<file path="config.mk">
export PLATFORM = sky130hd
export DESIGN_NAME = vga_fb_scanout_arbiter
export DESIGN_NICKNAME = d
export VERILOG_FILES = /design/src/rtl/vga_pkg.sv /design/src/rtl/vga_pix_fifo.sv /design/src/rtl/vga_fb_scanout_arbiter.sv
export SDC_FILE = /design/constraint.sdc
export NUM_CORES = 1
export LEC_CHECK = 0
export BUFFER_PORTS_ARGS = -buffer_cell sky130_fd_sc_hd__buf_4
export CORE_MARGIN = 4
export CORE_UTILIZATION = 65
export CTS_BUF_LIST = sky130_fd_sc_hd__clkbuf_8
export DETAILED_ROUTE_END_ITERATION = 8
export HOLD_SLACK_MARGIN = 0.05
export PLACE_DENSITY = 0.85
export SLEW_MARGIN = 20
export SYNTH_ARGS = -nofsm -noshare
export SYNTH_HDL_FRONTEND = slang
export SYNTH_HIERARCHICAL = 1
export SYNTH_SLANG_ARGS = --single-unit
</file>
<file path="constraint.sdc">
create_clock -name clk -period 8 [get_ports clk]
set_clock_uncertainty 0.2 [all_clocks]
set_input_delay 0.4 -clock clk [delete_from_list [all_inputs] [get_ports clk]]
set_output_delay 0.4 -clock clk [all_outputs]
set_load 0.05 [all_outputs]
</file>
<file path="src/rtl/vga_pkg.sv">
// Shared types, colour constants and framebuffer sizing helper for the VGA scanout path.
package vga_pkg;

  typedef logic [23:0] rgb888_t;

  localparam rgb888_t COLOR_BLACK       = 24'h000000;
  localparam rgb888_t UNDERFLOW_DEFAULT = 24'hFF00FF;

  // Number of visible pixels in one frame.
  function automatic int unsigned fb_pixels(input int unsigned h, input int unsigned v);
    return h * v;
  endfunction

endpackage

</file>
<file path="src/rtl/vga_pix_fifo.sv">
// Synchronous prefetch FIFO for scanout pixels. A flush empties it in one cycle and
// takes priority over any push or pop in the same cycle. Push while full and pop while
// empty are ignored.
module vga_pix_fifo
  import vga_pkg::*;
#(
  parameter int DEPTH = 16
) (
  input  logic                     clk,
  input  logic                     rst_n,
  input  logic                     flush,
  input  logic                     push,
  input  rgb888_t                  din,
  input  logic                     pop,
  output rgb888_t                  dout,
  output logic                     empty,
  output logic [$clog2(DEPTH):0]   count
);

  localparam int AW = $clog2(DEPTH);

  rgb888_t        mem_q [DEPTH];
  logic [AW-1:0]  wr_ptr_q, wr_ptr_d;
  logic [AW-1:0]  rd_ptr_q, rd_ptr_d;
  logic [AW:0]    count_q, count_d;
  logic           full;
  logic           push_en;
  logic           pop_en;

  assign empty = (count_q == '0);
  assign full  = (count_q == (AW+1)'(DEPTH));
  assign count = count_q;
  assign dout  = mem_q[rd_ptr_q];

  // Qualify requests and compute next pointers and occupancy.
  always_comb begin
    push_en  = push & ~full & ~flush;
    pop_en   = pop & ~empty & ~flush;
    wr_ptr_d = wr_ptr_q;
    rd_ptr_d = rd_ptr_q;
    count_d  = count_q;
    if (flush) begin
      wr_ptr_d = '0;
      rd_ptr_d = '0;
      count_d  = '0;
    end else begin
      if (push_en) wr_ptr_d = wr_ptr_q + 1'b1;
      if (pop_en)  rd_ptr_d = rd_ptr_q + 1'b1;
      case ({push_en, pop_en})
        2'b10:   count_d = count_q + 1'b1;
        2'b01:   count_d = count_q - 1'b1;
        default: count_d = count_q;
      endcase
    end
  end

  // Pointer and occupancy registers.
  always_ff @(posedge clk or negedge rst_n) begin
    if (!rst_n) begin
      wr_ptr_q <= '0;
      rd_ptr_q <= '0;
      count_q  <= '0;
    end else begin
      wr_ptr_q <= wr_ptr_d;
      rd_ptr_q <= rd_ptr_d;
      count_q  <= count_d;
    end
  end

  // Storage array; contents need no reset because occupancy gates every read.
  always_ff @(posedge clk) begin
    if (push_en) mem_q[wr_ptr_q] <= din;
  end

endmodule

</file>
<file path="src/rtl/vga_fb_scanout_arbiter.sv">
// Shares a single-port framebuffer RAM between raster-order scanout prefetch (strict
// priority) and a host write port that uses the RAM's idle cycles.
//
// Host handshake: a write transfers on any cycle where host_valid & host_ready are both
// high; host_ready does not depend on host_valid, and the host must hold addr/data stable
// while host_valid is high and host_ready is low.
module vga_fb_scanout_arbiter
  import vga_pkg::*;
#(
  parameter int      H_ACTIVE        = 640,
  parameter int      V_ACTIVE        = 480,
  parameter int      ADDR_W          = 19,
  parameter int      FIFO_DEPTH      = 16,
  parameter int      MEM_RD_LAT      = 1,
  parameter rgb888_t UNDERFLOW_COLOR = UNDERFLOW_DEFAULT
) (
  input  logic              clk,
  input  logic              rst_n,
  input  logic              screenend,
  input  logic              active,
  input  logic              pix_en,
  output logic [23:0]       color_out,
  input  logic              host_valid,
  output logic              host_ready,
  input  logic [ADDR_W-1:0] host_addr,
  input  logic [23:0]       host_data,
  output logic [ADDR_W-1:0] mem_addr,
  output logic              mem_re,
  output logic              mem_we,
  output logic [23:0]       mem_wdata,
  input  logic [23:0]       mem_rdata,
  output logic              underflow,
  input  logic              clear_underflow
);

  localparam int CNT_W = $clog2(FIFO_DEPTH) + 1;
  localparam logic [ADDR_W:0] PIX_LIM = (ADDR_W+1)'(fb_pixels(H_ACTIVE, V_ACTIVE));
  localparam logic [CNT_W:0]  OCC_LIM = (CNT_W+1)'(FIFO_DEPTH);

  logic [ADDR_W-1:0]     fetch_addr_q, fetch_addr_d;
  logic [CNT_W-1:0]      inflight_q, inflight_d;
  logic [CNT_W-1:0]      discard_q, discard_d;
  logic [MEM_RD_LAT-1:0] rd_vld_q, rd_vld_d;
  logic [ADDR_W-1:0]     mem_addr_q, mem_addr_d;
  logic                  mem_re_q, mem_re_d;
  logic                  mem_we_q, mem_we_d;
  rgb888_t               mem_wdata_q, mem_wdata_d;
  rgb888_t               color_q, color_d;
  logic                  underflow_q, underflow_d;

  logic                  fetch_req;
  logic                  host_acc;
  logic                  ret_vld;
  logic                  fifo_push;
  logic                  fifo_pop;
  logic                  fifo_empty;
  rgb888_t               fifo_head;
  logic [CNT_W-1:0]      fifo_count;
  logic [CNT_W:0]        occupancy;

  vga_pix_fifo #(.DEPTH(FIFO_DEPTH)) u_fifo (
    .clk   (clk),
    .rst_n (rst_n),
    .flush (screenend),
    .push  (fifo_push),
    .din   (mem_rdata),
    .pop   (fifo_pop),
    .dout  (fifo_head),
    .empty (fifo_empty),
    .count (fifo_count)
  );

  // Arbitration: scanout fetches whenever slots (queued + outstanding) remain.
  always_comb begin
    occupancy  = {1'b0, fifo_count} + {1'b0, inflight_q};
    fetch_req  = ~screenend & ({1'b0, fetch_addr_q} < PIX_LIM) & (occupancy < OCC_LIM);
    host_ready = ~fetch_req;
    host_acc   = host_valid & host_ready;
    ret_vld    = rd_vld_q[MEM_RD_LAT-1];
    fifo_push  = ret_vld & (discard_q == '0) & ~screenend;
    fifo_pop   = active & pix_en & ~screenend;
  end

  // Next-state for fetch counter, outstanding/discard counters and RAM strobes.
  always_comb begin
    fetch_addr_d = fetch_addr_q;
    inflight_d   = inflight_q;
    discard_d    = discard_q;
    rd_vld_d     = (rd_vld_q << 1) | MEM_RD_LAT'(mem_re_q);
    mem_re_d     = fetch_req;
    mem_we_d     = host_acc & ({1'b0, host_addr} < PIX_LIM);
    mem_addr_d   = mem_addr_q;
    mem_wdata_d  = mem_wdata_q;

    if (fetch_req) begin
      mem_addr_d = fetch_addr_q;
    end else if (host_acc) begin
      mem_addr_d  = host_addr;
      mem_wdata_d = host_data;
    end

    case ({fetch_req, ret_vld})
      2'b10:   inflight_d = inflight_q + 1'b1;
      2'b01:   inflight_d = inflight_q - 1'b1;
      default: inflight_d = inflight_q;
    endcase

    if (screenend) begin
      fetch_addr_d = '0;
      // Everything still outstanding after this cycle belongs to the old frame.
      discard_d    = inflight_q - CNT_W'(ret_vld);
    end else begin
      if (fetch_req) fetch_addr_d = fetch_addr_q + 1'b1;
      if (ret_vld && discard_q != '0) discard_d = discard_q - 1'b1;
    end
  end

  // Next-state for pixel output and sticky underflow flag.
  always_comb begin
    color_d     = color_q;
    underflow_d = underflow_q & ~clear_underflow;
    if (screenend || !active) begin
      color_d = COLOR_BLACK;
    end else if (pix_en) begin
      if (fifo_empty) begin
        color_d     = UNDERFLOW_COLOR;
        underflow_d = 1'b1;
      end else begin
        color_d = fifo_head;
      end
    end
  end

  // State and registered outputs.
  always_ff @(posedge clk or negedge rst_n) begin
    if (!rst_n) begin
      fetch_addr_q <= '0;
      inflight_q   <= '0;
      discard_q    <= '0;
      rd_vld_q     <= '0;
      mem_addr_q   <= '0;
      mem_re_q     <= 1'b0;
      mem_we_q     <= 1'b0;
      mem_wdata_q  <= '0;
      color_q      <= '0;
      underflow_q  <= 1'b0;
    end else begin
      fetch_addr_q <= fetch_addr_d;
      inflight_q   <= inflight_d;
      discard_q    <= discard_d;
      rd_vld_q     <= rd_vld_d;
      mem_addr_q   <= mem_addr_d;
      mem_re_q     <= mem_re_d;
      mem_we_q     <= mem_we_d;
      mem_wdata_q  <= mem_wdata_d;
      color_q      <= color_d;
      underflow_q  <= underflow_d;
    end
  end

  assign mem_addr  = mem_addr_q;
  assign mem_re    = mem_re_q;
  assign mem_we    = mem_we_q;
  assign mem_wdata = mem_wdata_q;
  assign color_out = color_q;
  assign underflow = underflow_q;

endmodule
</file>
# [After elaboration in Yosys (flattened, before gate mapping)]
# Memory sizes are Yosys's and may differ from the RTL's.
# Cells that the tools add are included.
[word_totals] ff_bits=113 ramBits=384 input_bits=74 output_inout_bits=71 word_cells=86 mem_count=1
[op_classes] n_addsub=10 order_cmp=3 n_eq_ne=5 muxes=21 n_bitwise=18 reduce_logical=15
[mem_list] name="u_fifo.mem_q" depth=16 width=24 rd=1 rd_clocked_by_memory_dff=0 write_ports=1 line_no="vga_pix_fifo.sv:22" text="rgb888_t mem_q [DEPTH];"
[ops] cell="$mux 19" n=4
[ops] cell="$mux 24" n=3
[ops] cell="$lt 19x19->1 const B" n=2
[ops] cell="$pmux 5 s2" n=2
[ops] cell="$add 19x1->19 const B" n=1
[ops] cell="$mux 4" n=4
[ops] cell="$mux 5" n=3
[ops] cell="$sub 5x1->5 const B" n=3
[ops] cell="$reduce_bool 2->1" n=7
[ops] cell="$and 1x1->1" n=13
[ops] cell="$add 5x1->5 const B" n=2
[ops] cell="$logic_not 5->1" n=2
[ops] cell="$add 4x1->4 const B" n=2
[ops] cell="$add 5x5->6" n=1
[ops] cell="$lt 6x5->1 const B" n=1
[ops] cell="$eq 5x5->1 const B" n=1
[ops] cell="$mux 1" n=5
[ops] cell="$not 1->1" n=5
[ops] cell="$reduce_bool 5->1" n=1
[ops] cell="$sub 5x1->5" n=1
[ops] cell="$eq 2x1->1 const B" n=2
[ops] cell="$eq 2x2->1 const B" n=2
[ops] cell="$reduce_bool 3->1" n=1
[ops] cell="$reduce_and 2->1" n=1
[ops] cell="other kinds (3)" n=3

# [Longest topological paths before layout]
[logic_depth] depth_word=8 ltp_mapped=13 mapped_depth_nobuf=12

# [Modules after synthesis]
# Netlist, hierarchy kept.
[by_module_without_submodules] module="vga_pix_fifo" n_inst=1 cells_per_inst=807 area_each_um2=15558.7 seq_area_each_um2=11856.4
[by_module_without_submodules] module="vga_fb_scanout_arbiter" n_inst=1 cells_per_inst=437 area_each_um2=4795.8 seq_area_each_um2=2502.4

# [Worst setup path after synthesis]
# OpenSTA, ideal clock, no wires.
[synth_timing] kind="in2reg" start="input port screenend" end="memory u_fifo/mem_q[12][0] (netlist bit), enable pin" setup_ns=0.405 arrival_time_ns=2.896 required_ns=7.395 path_slack_ns=4.499 cell_stages=6 path_buffers=1 cell_sequence="clkbuf_1 nor4b_1 inv_1 a21oi_1 nand2_1 nor2_1"
[synth_via] elab_chain_len=6
[synth_rtl] item="from (decl)" line_no="vga_fb_scanout_arbiter.sv:19" text="input logic screenend,"
[synth_rtl] item="$not 1->1" line_no="vga_fb_scanout_arbiter.sv:80" text="fifo_push = ret_vld & (discard_q == '0) & ~screenend;"
[synth_rtl] item="$and 1x1->1" line_no="vga_fb_scanout_arbiter.sv:80"
[synth_rtl] item="named net fifo_push" line_no="vga_fb_scanout_arbiter.sv:54" text="logic fifo_push;"
[synth_rtl] item="$and 1x1->1 (2 in series)" line_no="vga_pix_fifo.sv:37" text="push_en = push & ~full & ~flush;"
[synth_rtl] item="$mux 1" line_no="vga_pix_fifo.sv:72" text="if (push_en) mem_q[wr_ptr_q] <= din;"
[synth_rtl] item="$mux 1 (implied by the code)" line_no="vga_pix_fifo.sv:72"
[synth_rtl] item="to (decl)" line_no="vga_pix_fifo.sv:22"
# The timed path passes the listed nets, and every way through them passes these cells.

# [Final worst setup path]
[layout_timing] start="input port screenend" end="register u_fifo.count_q[4], in the netlist u_fifo/count[4]"
[layout_via] elab_chain_len=7 word_cells_on_any_way=12 cone_classes="eq/ne (2); mux (2); bitwise (7); reduce/logical (1)"
[layout_rtl] item="$not 1->1 *" line_no="vga_fb_scanout_arbiter.sv:81" text="fifo_pop = active & pix_en & ~screenend;"
[layout_rtl] item="$and 1x1->1 *" line_no="vga_fb_scanout_arbiter.sv:81"
[layout_rtl] item="named net fifo_pop" line_no="vga_fb_scanout_arbiter.sv:55" text="logic fifo_pop;"
[layout_rtl] item="$and 1x1->1 * (2 in series)" line_no="vga_pix_fifo.sv:38" text="pop_en = pop & ~empty & ~flush;"
[layout_rtl] item="$eq 2x1->1 / $eq 2x2->1 (equally long branches)" line_no="vga_pix_fifo.sv:49" text="case ({push_en, pop_en})"
[layout_rtl] item="$pmux 5 s2" line_no="vga_pix_fifo.sv:49"
[layout_rtl] item="$mux 5" line_no="vga_pix_fifo.sv:42" text="if (flush) begin"
[layout_rtl] item="to (signal assigned)" line_no="vga_pix_fifo.sv:66" text="count_q <= count_d;"
[layout_rtl] item="to (decl)" line_no="vga_pix_fifo.sv:25" text="logic [AW:0] count_q, count_d;"
# Mark *: on every way through the listed nets, which the timed path passes. The rest lies on a longest branch.
# A chain may end at the register's enable or synchronous reset.

==> out/results.txt <==
fin crit share: 0.537
pin count of the biggest net entering global routing: 111
fmax: 233 MHz
CTS Root Buffer Type: clkbuf_8
worst hold slack: 113 ps
Async SR Flop Fraction: 0.227
post-synth top area share: 0.567
Synth cell types: 66
wire length per cell: 24.3 um
delay-heaviest family, CP: simple AND/OR/NAND/NOR gates
number of enable flip-flop cells after synthesis: 384
P per Cell Area: 267 mW/mm^2
Top FF cell, synth: edfxtp_1
number of fill cells: 1612
stages on the worst setup path: 12
Post-Syn Instances: 1244
Nets: 1594
most used cell, CP: inv_1
I/O pin count: 145
drt initial violations: 1515
CP arrival: 4610 ps
Clock transition at path regs: 60 ps
unrepaired setup endpoints after global routing: no
setup bufs post-CTS: 0
crit-path cells: dlygate4sd3_1 -> buf_4 -> nand3b_1 -> inv_1 -> o21ai_0 -> or3_1 -> inv_1 -> ha_1 -> nor2_1 -> a21oi_1 -> or4_1 -> a31oi_1
Final min period: 4300 ps
TritonCTS Sinks: 497
vias in the first global route: 12800
CP peak stage delay: 870 ps
die area: 0.0342 mm^2
die height: 185 um
port bufs: 144
TNS Setup: 0 ps
Synth Net Count: 1340
max-cap violations: 0
ranking of synthesized cells by area: edfxtp_1 (57%), dfrtp_1 (14%), mux2i_1 (6.4%)
Cell Area, Synth: 0.0204 mm^2
diodes inserted: 0
critical path endpoint category: register
initial antenna violation count: 0
Max Fanout on Critical Path: 47
vias per inst: 6.34
Die Wd: 185 um
post-CTS sizing: 0
Worst Path Buf+Inv: 4
antenna viol nets, final: 0
area leader, netlist: edfxtp_1
sequential fraction of the synthesis area: 0.705
GRT overflow: 0
share of layout cells above drive strength 1: 0.244
final WL: 47.6 mm
Slew HR: 0.272
slowest CP cell: nand3b_1
first-pass GRT wire length: 72.8 mm
outcome: complete, no violations
H-tree Lvls: 3
Row Count: 64
worst hold path class: in -> reg
kind of critical path: in -> reg
Clock Tree Buf Depth: 3
dpl cells: 1743
Mean Syn Cell Area: 16.4 um^2
DRC viols: 0
top-count cell post-synth: edfxtp_1
hold bufs inserted after CTS: 71
top post-synthesis cells by count: edfxtp_1 (384), mux2i_1 (131), dfrtp_1 (113)
final setup fails: 0
Worst EP required: 8310 ps
Post-DP HPWL: 26.1 mm
gr usage total: 0.279
Reg2Reg Depth: 8
Starting Density: 0.662
VDD IR max: 164 uV
Via Count: 12400
CTS tree: done
Num CTS Buffers: 77
Slew @ Worst Pin: 1090 ps
Final Max Slew Viols: 0
hold path cells: 3
element type at the critical path start: primary input
Leak Pwr: 8.75 nW
Core Footprint: 0.0307 mm^2
Non-Filler Instances: 1957
TritonRoute pass-1 iters: 8
flops & latches, synth: 497
Final Hold Vio Count: 0
Warnings, synthesis: 6
Worst-Skew Late Latency: 600 ps
global placer's final weighted congestion: 0.805
Layout area overhead: 18.4%
## where the power goes
group          total (mW)  switching, mW  internal (mW)
Clock                1.99          0.974           1.02
Combinational        1.38          0.877          0.508
Sequential           3.07          0.140           2.93
## cells in the final DEF (no fill, tap or decap), types with 5 or more instances in the layout
cell type and instances:
ha_1 21, a22oi_1 25, nand3_1 30, mux4_2 48, nand4_1 5, xnor2_1 6, a21oi_1 11, edfxtp_1 384
clkinv_1 16, nor4_1 10, inv_1 52, nand2b_1 9, a221o_1 5, a22o_1 9, nand2_1 60, mux2i_1 131
dfrtp_1 111, dlygate4sd3_1 71, o21ai_0 63, nor2_1 45, or4_1 5, a221oi_1 48, clkbuf_8 81, mux2_2 27
buf_4 172, xor2_1 13, nor2_2 16, nor3_1 5
## per-layer routing
| metal | up-vias | track usage | share of wire |
|---|---|---|---|
| met5 | - | 0 | 0 |
| met4 | 0 | 0.0807 | 0.025 |
| met3 | 103 | 0.0534 | 0.087 |
| met2 | 677 | 0.472 | 0.51 |
| met1 | 6215 | 0.378 | 0.38 |
| li1 | 5417 | - | - |
## layout make-up
class / instances / area (um^2) / area share
clock inverter: 61 / 348 / 0.0144
tap: 396 / 495 / 0.0206
clock buffer: 81 / 1110 / 0.0462
sequential: 497 / 14400 / 0.596
inverter: 21 / 78.8 / 0.00327
timing repair buffer: 245 / 2050 / 0.0850
multi-input combinational: 656 / 5660 / 0.235
## state kept, by name, indices dropped and copies added (netlist names)
register / cells
color_out: 24
discard_q: 5
fetch_addr_q: 19
inflight_q: 5
mem_addr: 19
mem_re: 1
mem_wdata: 24
mem_we: 1
rd_vld_q: 1
u_fifo/count: 5
u_fifo/mem_q: 384
u_fifo/rd_ptr_q: 4
u_fifo/wr_ptr_q: 4
underflow: 1
## worst min-delay path, cell delays in order
cell	delay, ps
buf_4	220
mux2i_1	170
o21ai_0	80
## metrics by stage
step	worst slack, ps	total power, mW	instance area (um^2)	utilization
detailed placement	3700	4.46	21900	0.712
finish	3700	6.45	24100	0.784
global placement	3790	4.41	21900	0.712
CTS	3760	6.47	24100	0.783
floorplan	4500	4.05	20400	-
global route	3400	6.73	24100	0.784
## path summary, 6_finish.rpt
kind | start | endpoint | slack, ps
setup reg to reg | discard_q[2]$_DFFE_PN0P_ | u_fifo/mem_q[14][16]$_DFFE_PP_ | 3790
max in group asynchronous | rst_n | color_out[8]$_DFFE_PN0P_ | 6430
setup / recovery | screenend | u_fifo/count[4]$_DFFE_PN0P_ | 3700
hold / removal | host_valid | mem_addr[1]$_DFFE_PN0P_ | 110
min in group asynchronous | rst_n | discard_q[0]$_DFFE_PN0P_ | 130
hold reg to reg | mem_re$_DFF_PN0_ | rd_vld_q$_DFF_PN0_ | 200
## logic make-up (layout without fill, tap and decap cells)
group	count (synthesis)	in the layout	synth area share
DFF	497	497	0.705
xor gates and xnor gates	19	19	0.00818
muxes	209	209	0.134
adders and majority gates	22	22	0.0139
AOI/OAI and AO/OA	190	190	0.0663
buffers and inverters	91	408	0.0194
and+or+nand+nor	216	216	0.0527
(Power assumes the default switching activity.)
